===== src/rtl/t07_fpu_writeback_pkg.sv =====
// Shared types for the FPU register-file write-back slice.
//  t07_wb_entry_t : one pending register write (destination + value)
//  NUM_FREGS      : number of architectural f-registers
package t07_fpu_pkg;

  localparam int NUM_FREGS = 32;

  typedef struct packed {
    logic [4:0]  rd;
    logic [31:0] data;
  } t07_wb_entry_t;

endpackage


===== src/rtl/t07_fpu_writeback_if.sv =====
// Bundle of all write-back handshake and register-file signals.
//  slave  : the write-back block (consumes FPU/load/issue, drives the register-file write port)
//  master : the surrounding pipeline (FPU, load unit, decode, register file)
interface t07_fpu_writeback_if;

  logic        freeze_i;
  logic        issue_i;
  logic [4:0]  issue_rd_i;
  logic        fpu_valid_i;
  logic [4:0]  fpu_rd_i;
  logic [31:0] fpu_data_i;
  logic        fpu_ready_o;
  logic        ld_valid_i;
  logic [4:0]  ld_rd_i;
  logic [31:0] ld_data_i;
  logic        ld_ready_o;
  logic [4:0]  rd_o;
  logic [31:0] data_o;
  logic        FPUregWrite_o;
  logic        regEnable_o;
  logic [31:0] busy_o;

  modport slave (
    input  freeze_i, issue_i, issue_rd_i,
    input  fpu_valid_i, fpu_rd_i, fpu_data_i,
    input  ld_valid_i, ld_rd_i, ld_data_i,
    output fpu_ready_o, ld_ready_o,
    output rd_o, data_o, FPUregWrite_o, regEnable_o, busy_o
  );

  modport master (
    output freeze_i, issue_i, issue_rd_i,
    output fpu_valid_i, fpu_rd_i, fpu_data_i,
    output ld_valid_i, ld_rd_i, ld_data_i,
    input  fpu_ready_o, ld_ready_o,
    input  rd_o, data_o, FPUregWrite_o, regEnable_o, busy_o
  );

endinterface


===== src/rtl/t07_fpu_wb_fifo.sv =====
// Small FIFO buffering FPU results ahead of the commit stage.
//  clk, rst  : clock, synchronous active-high reset (empties the FIFO)
//  push      : write in_entry this cycle (ignored when full)
//  pop       : drop the head this cycle (ignored when empty)
//  in_entry  : entry to push
//  head      : oldest entry (valid when !empty)
//  full/empty: occupancy flags
module t07_fpu_wb_fifo
  import t07_fpu_pkg::*;
#(
  parameter int DEPTH = 4
) (
  input  logic          clk,
  input  logic          rst,
  input  logic          push,
  input  logic          pop,
  input  t07_wb_entry_t in_entry,
  output t07_wb_entry_t head,
  output logic          full,
  output logic          empty
);

  localparam int AW = $clog2(DEPTH);
  localparam logic [AW:0] PTR_ONE = {{AW{1'b0}}, 1'b1};

  t07_wb_entry_t mem [DEPTH];
  // Pointers carry one extra wrap bit so full and empty are distinguishable.
  logic [AW:0]   wr_ptr;
  logic [AW:0]   rd_ptr;
  logic          do_push;
  logic          do_pop;

  assign empty   = (wr_ptr == rd_ptr);
  assign full    = (wr_ptr[AW] != rd_ptr[AW]) && (wr_ptr[AW-1:0] == rd_ptr[AW-1:0]);
  assign do_push = push && !full;
  assign do_pop  = pop && !empty;
  assign head    = mem[rd_ptr[AW-1:0]];

  // Storage write; data needs no reset because occupancy is tracked by the pointers.
  always_ff @(posedge clk) begin
    if (do_push) begin
      mem[wr_ptr[AW-1:0]] <= in_entry;
    end
  end

  // Pointer update with synchronous reset.
  always_ff @(posedge clk) begin
    if (rst) begin
      wr_ptr <= '0;
      rd_ptr <= '0;
    end else begin
      if (do_push) begin
        wr_ptr <= wr_ptr + PTR_ONE;
      end
      if (do_pop) begin
        rd_ptr <= rd_ptr + PTR_ONE;
      end
    end
  end

endmodule


===== src/rtl/t07_fpu_writeback.sv =====
// FPU register-file write-side driver.
//  clk, rst : clock, synchronous active-high reset
//  wb       : slave side of t07_fpu_writeback_if
//             inputs : freeze, issue + issue_rd, FPU result channel, load channel
//             outputs: fpu_ready (FIFO not full), ld_ready (not frozen),
//                      rd/data/FPUregWrite/regEnable write port, busy bitmap
// Loads take priority over buffered FPU results; one write is committed per
// unfrozen cycle. The busy bitmap tracks issued destinations until their write.
module t07_fpu_writeback
  import t07_fpu_pkg::*;
#(
  parameter int DEPTH = 4
) (
  input  logic                 clk,
  input  logic                 rst,
  t07_fpu_writeback_if.slave   wb
);

  t07_wb_entry_t          fifo_in;
  t07_wb_entry_t          fifo_head;
  logic                   fifo_full;
  logic                   fifo_empty;
  logic                   fifo_pop;

  t07_wb_entry_t          out_entry;
  logic                   out_valid;
  logic                   out_write;

  t07_wb_entry_t          sel_entry;
  logic                   sel_valid;

  logic [NUM_FREGS-1:0]   busy;
  logic [NUM_FREGS-1:0]   busy_next;

  assign fifo_in = '{rd: wb.fpu_rd_i, data: wb.fpu_data_i};

  t07_fpu_wb_fifo #(
    .DEPTH (DEPTH)
  ) u_fifo (
    .clk      (clk),
    .rst      (rst),
    .push     (wb.fpu_valid_i),
    .pop      (fifo_pop),
    .in_entry (fifo_in),
    .head     (fifo_head),
    .full     (fifo_full),
    .empty    (fifo_empty)
  );

  // Commit select: hold while frozen, else load first, then FIFO head, else idle.
  always_comb begin
    sel_entry = out_entry;
    sel_valid = out_valid;
    fifo_pop  = 1'b0;
    if (wb.freeze_i) begin
      sel_entry = out_entry;
      sel_valid = out_valid;
    end else if (wb.ld_valid_i) begin
      sel_entry = '{rd: wb.ld_rd_i, data: wb.ld_data_i};
      sel_valid = 1'b1;
    end else if (!fifo_empty) begin
      sel_entry = fifo_head;
      sel_valid = 1'b1;
      fifo_pop  = 1'b1;
    end else begin
      sel_valid = 1'b0;
    end
  end

  // Output stage register; the write strobe is precomputed so f0 is never written.
  always_ff @(posedge clk) begin
    if (rst) begin
      out_entry <= '0;
      out_valid <= 1'b0;
      out_write <= 1'b0;
    end else begin
      out_entry <= sel_entry;
      out_valid <= sel_valid;
      out_write <= sel_valid && (sel_entry.rd != 5'd0);
    end
  end

  // Scoreboard next state: clear on a real write, then set on issue so a same-index set wins.
  always_comb begin
    busy_next = busy;
    if (out_write && !wb.freeze_i) begin
      busy_next[out_entry.rd] = 1'b0;
    end else begin
      busy_next = busy;
    end
    if (wb.issue_i && (wb.issue_rd_i != 5'd0)) begin
      busy_next[wb.issue_rd_i] = 1'b1;
    end else begin
      busy_next[0] = 1'b0;
    end
    busy_next[0] = 1'b0;
  end

  // Scoreboard register.
  always_ff @(posedge clk) begin
    if (rst) begin
      busy <= '0;
    end else begin
      busy <= busy_next;
    end
  end

  assign wb.fpu_ready_o   = !fifo_full;
  assign wb.ld_ready_o    = !wb.freeze_i;
  assign wb.rd_o          = out_entry.rd;
  assign wb.data_o        = out_entry.data;
  assign wb.regEnable_o   = out_valid;
  assign wb.FPUregWrite_o = out_write;
  assign wb.busy_o        = busy;

endmodule


===== src/flat_wrapper.sv =====
// flat-port wrapper written by rule: the top's interface ports become plain ports
module t07_fpu_writeback_flat import t07_fpu_pkg::*;
#(
  parameter int DEPTH = 4
)
  (clk, rst, wb_freeze_i, wb_issue_i, wb_issue_rd_i, wb_fpu_valid_i, wb_fpu_rd_i, wb_fpu_data_i, wb_ld_valid_i, wb_ld_rd_i, wb_ld_data_i, wb_fpu_ready_o, wb_ld_ready_o, wb_rd_o, wb_data_o, wb_FPUregWrite_o, wb_regEnable_o, wb_busy_o);
  t07_fpu_writeback_if wb_i ();
  input  logic clk;
  input  logic rst;
  input wire logic [$bits(wb_i.freeze_i)-1:0] wb_freeze_i;
  input wire logic [$bits(wb_i.issue_i)-1:0] wb_issue_i;
  input wire logic [$bits(wb_i.issue_rd_i)-1:0] wb_issue_rd_i;
  input wire logic [$bits(wb_i.fpu_valid_i)-1:0] wb_fpu_valid_i;
  input wire logic [$bits(wb_i.fpu_rd_i)-1:0] wb_fpu_rd_i;
  input wire logic [$bits(wb_i.fpu_data_i)-1:0] wb_fpu_data_i;
  input wire logic [$bits(wb_i.ld_valid_i)-1:0] wb_ld_valid_i;
  input wire logic [$bits(wb_i.ld_rd_i)-1:0] wb_ld_rd_i;
  input wire logic [$bits(wb_i.ld_data_i)-1:0] wb_ld_data_i;
  output wire logic [$bits(wb_i.fpu_ready_o)-1:0] wb_fpu_ready_o;
  output wire logic [$bits(wb_i.ld_ready_o)-1:0] wb_ld_ready_o;
  output wire logic [$bits(wb_i.rd_o)-1:0] wb_rd_o;
  output wire logic [$bits(wb_i.data_o)-1:0] wb_data_o;
  output wire logic [$bits(wb_i.FPUregWrite_o)-1:0] wb_FPUregWrite_o;
  output wire logic [$bits(wb_i.regEnable_o)-1:0] wb_regEnable_o;
  output wire logic [$bits(wb_i.busy_o)-1:0] wb_busy_o;
  assign wb_i.freeze_i = wb_freeze_i;
  assign wb_i.issue_i = wb_issue_i;
  assign wb_i.issue_rd_i = wb_issue_rd_i;
  assign wb_i.fpu_valid_i = wb_fpu_valid_i;
  assign wb_i.fpu_rd_i = wb_fpu_rd_i;
  assign wb_i.fpu_data_i = wb_fpu_data_i;
  assign wb_i.ld_valid_i = wb_ld_valid_i;
  assign wb_i.ld_rd_i = wb_ld_rd_i;
  assign wb_i.ld_data_i = wb_ld_data_i;
  assign wb_fpu_ready_o = wb_i.fpu_ready_o;
  assign wb_ld_ready_o = wb_i.ld_ready_o;
  assign wb_rd_o = wb_i.rd_o;
  assign wb_data_o = wb_i.data_o;
  assign wb_FPUregWrite_o = wb_i.FPUregWrite_o;
  assign wb_regEnable_o = wb_i.regEnable_o;
  assign wb_busy_o = wb_i.busy_o;
  t07_fpu_writeback #(.DEPTH(DEPTH)) u_core (.clk(clk), .rst(rst), .wb(wb_i));
endmodule

===== config.mk =====
export PLATFORM = sky130hd
export DESIGN_NAME = t07_fpu_writeback_flat
export DESIGN_NICKNAME = d
export VERILOG_FILES = /design/src/rtl/t07_fpu_writeback_pkg.sv /design/src/rtl/t07_fpu_writeback_if.sv /design/src/rtl/t07_fpu_wb_fifo.sv /design/src/rtl/t07_fpu_writeback.sv /design/src/flat_wrapper.sv
export SDC_FILE = /design/constraint.sdc
export NUM_CORES = 1
export LEC_CHECK = 0
export CAP_MARGIN = 20
export CORE_ASPECT_RATIO = 0.5
export CORE_MARGIN = 2
export CORE_UTILIZATION = 30
export CTS_CLUSTER_DIAMETER = 150
export DETAILED_ROUTE_END_ITERATION = 8
export HOLD_SLACK_MARGIN = 0.03
export PLACE_DENSITY_LB_ADDON = 0.05
export SLEW_MARGIN = 40
export SYNTH_ARGS = -nofsm -noshare
export SYNTH_HDL_FRONTEND = slang
export SYNTH_SLANG_ARGS = --single-unit

===== constraint.sdc =====
create_clock -name clk -period 4.7 [get_ports clk]
set_input_delay 0.47 -clock clk [delete_from_list [all_inputs] [get_ports clk]]
set_output_delay 0.47 -clock clk [all_outputs]
set_load 0.01 [all_outputs]

==> metrics.txt <==
status=finished clean; post-synth top area share=50.4%; Port Buffers=156; total negative setup slack=0 ns; residual DRC count=0; post-synthesis compound-gate area fraction=9.78%; Synth Area in XOR/XNOR=0.795%; DR vias/cell=4.83; Worst Path Required=4.90 ns; Layout area overhead=30.2%; r2r startpoint=u_core.u_fifo.wr_ptr[0]; DRT Pass-1 Iters=4; metal3 WL=1.11 mm; worst-margin pin slew=0.777 ns; WL met2=11.6 mm; R2R cell count=4; Max-Cap Viols=0; largest net degree at the start of global routing=52; die height=125 um; TritonCTS clock tree=yes; Max VDD drop=0.233 mV; largest family of logic cells by synthesized area=compound AO/OA/AOI/OAI gates; Syn Inst Count=626; routed via count=5725; global route overflow=0; Startpoint Class=flip-flop; hold crit path type=in2reg; number of synthesized flops with an enable pin=148; Post-CTS Setup Bufs=0; final clock skew=0.0108 ns; net count after synthesis=716; # diodes=0; Row Count=44; clock transition at the registers of the reported paths=0.06 ns; pre-CTS setup slack=1.70 ns; initial antenna violation count=0; placed insts=1147; full die area=0.0309 mm^2; maximum clock path buffer count=3; worst setup margin=1.93 ns; final WL=24.5 mm; CTS root buf=clkbuf_16; first-pass GRT wire length=36.7 mm; hold buffers post-CTS=0; CTS Buf Count=22; Post-Route M1 WL=11.4 mm; Initial Util=30.4%; syn avg cell area=14.1 um^2; Simple-Gate Fraction of Synth Area=8.63%; synth cell count leaders=148 x edfxtp_1, 78 x dfxtp_1, 52 x nor2_1; Finished Core Util=39.7%; post-synth cell types=40; Pleak=3.66 nW; period utilization=59.0%; Synth area leader=edfxtp_1; GRT Total Usage=15.8%; sequential area share after synthesis=68.1%; max-slew violation count=0; Arrival @ worst endpoint=2.97 ns; Slew headroom=48.2%; reg-to-reg slack, setup=1.93 ns; clock latency on the worst-skew pair=0.51 ns; share of layout cells above drive strength 1=10.6%; Worst Path Class, Setup=reg2reg; Layout fillers=2789; post-route minimum period=2.77 ns; final hold violations=0; Max Fclk=361 MHz; Hold Crit Endpoint=u_core.u_fifo.wr_ptr[1]; DR WL/cell=20.7 um; worst-path fanout max=25; Primary FF master, synth=edfxtp_1; H-tree depth=1; Synthesis Warnings=0; r2r endpoint=u_core.u_fifo.mem[3][32]; clk sink count=226; cell area after synthesis=0.00882 mm^2; crit end category=flip-flop; HP Start=rst; placed wire-length estimate=15.8 mm; I/O pin cnt=158; Finish-stage setup viols=0; post-cts sizing count=0; most common cell in the synthesized netlist=edfxtp_1; vias in the first global route=5936; largest cells by area after synthesis=edfxtp_1 50%, dfxtp_1 18%, mux4_2 8.4%; fin nets=870; non-filler instance count after layout=1185; flops & latches, synth=226; Initial DRC Count=236; routability cong.=0.748; Hold Crit Depth=2; RSZ-0062 raised after global routing=false; core box area=0.0290 mm^2; Adder-Cell Fraction of Synth Area=0.710%; Top Metal Used=met4; power density cells=394 mW/mm^2; Die X-Extent=246 um; asr flop ratio synth=0%; mux contribution to synthesized area=9.73%; Routed Antenna Nets=0
## layer usage
metal	vias up	GRT usage, %
met5	-	0
met1	2873	21.8
met3	29	2.90
li1	2705	-
met2	118	25.7
met4	0	3.93
## how the worst max path moves through the flow
stage                             from                        to  slack [ns]  cells past startpoint
6_report       u_core.u_fifo.wr_ptr[0]  u_core.u_fifo.mem[3][32]        1.93                      4
5_1_grt        u_core.u_fifo.wr_ptr[0]  u_core.u_fifo.mem[0][34]        1.72                      4
4_1_cts        u_core.u_fifo.wr_ptr[0]  u_core.u_fifo.mem[0][27]        1.89                      4
3_5_place_dp            wb_fpu_valid_i  u_core.u_fifo.mem[3][14]        1.70                      5
3_3_place_gp            wb_fpu_valid_i  u_core.u_fifo.mem[0][36]        1.70                      5
2_1_floorplan  u_core.u_fifo.wr_ptr[0]   u_core.u_fifo.mem[3][0]        2.32                      3
## power breakdown
| part | internal, W | leakage, nW | switching, W |
|---|---|---|---|
| clock | 0.000923 | 0.314 | 0.000737 |
| sequential | 0.00223 | 2.00 | 0.0000617 |
| combinational | 0.000278 | 1.35 | 0.000293 |
## layout make-up
| class | count | area (um^2) | area share, % |
|---|---|---|---|
| multi-input cells | 354 | 2640 | 23.0 |
| clock inverters | 6 | 23.8 | 0.207 |
| inverters | 7 | 26.3 | 0.229 |
| well taps | 391 | 489 | 4.26 |
| clock buffers | 32 | 629 | 5.48 |
| repair buffers | 169 | 1660 | 14.5 |
| flip-flops and latches | 226 | 6010 | 52.3 |
## logic make-up (layout without fill, tap and decap cells)
family / after synthesis / after routing
fa+ha+maj: 5 / 5
xor+xnor: 8 / 8
other cells: 1 / 1
flops: 226 / 226
mux: 38 / 38
buf+inv: 46 / 214
compound gates: 144 / 144
simple gates: 158 / 158
## registers in the layout, indices dropped and copies added (netlist names), named ones only
signal	count
u_core.u_fifo.wr_ptr	3
u_core.wb.rd_o	5
u_core.u_fifo.mem	148
u_core.wb.regEnable_o	1
u_core.u_fifo.rd_ptr	3
u_core.wb.data_o	32
u_core.wb.busy_o	31
u_core.wb.FPUregWrite_o	1
## layout by cell type (no fill, tap or decap), types with 3 or more instances in the layout
cell and instances:
inv_1 6, or3_1 37, clkbuf_1 7, ha_1 5, nand3_1 5, and2_2 4, a2bb2oi_1 3, o21ai_1 40
clkdlybuf4s50_1 154, a21oi_1 32, nand2_1 39, edfxtp_1 148, mux4_2 33, clkbuf_16 23, mux4_1 4, buf_4 11
nor2_1 52, dfxtp_1 76, and3_1 3, clkinv_1 6, a211oi_1 34, xnor2_1 6, nor2b_1 3, nor3b_1 4
nand2b_1 3, nand4_1 3, o21ai_0 23
## metrics by stage
stage / cell area [um^2] / hold slack, ns / total power (W)
final: 11500 / 0.468 / 0.00452
after global routing: 11500 / 0.472 / 0.00471
after CTS: 11500 / 0.465 / 0.00459
after detailed placement: 10800 / 0.469 / 0.00291
after global placement: 10800 / 0.465 / 0.00291
after floorplan: 8820 / 0.498 / 0.00261
## worst max-delay path: stages (launching register included)
cell and delay [ns]:
dfxtp_1 0.46, xnor2_1 0.25, a31oi_1 0.59, and2_2 0.77, buf_4 0.37
Power figures use the tool's default switching activity.
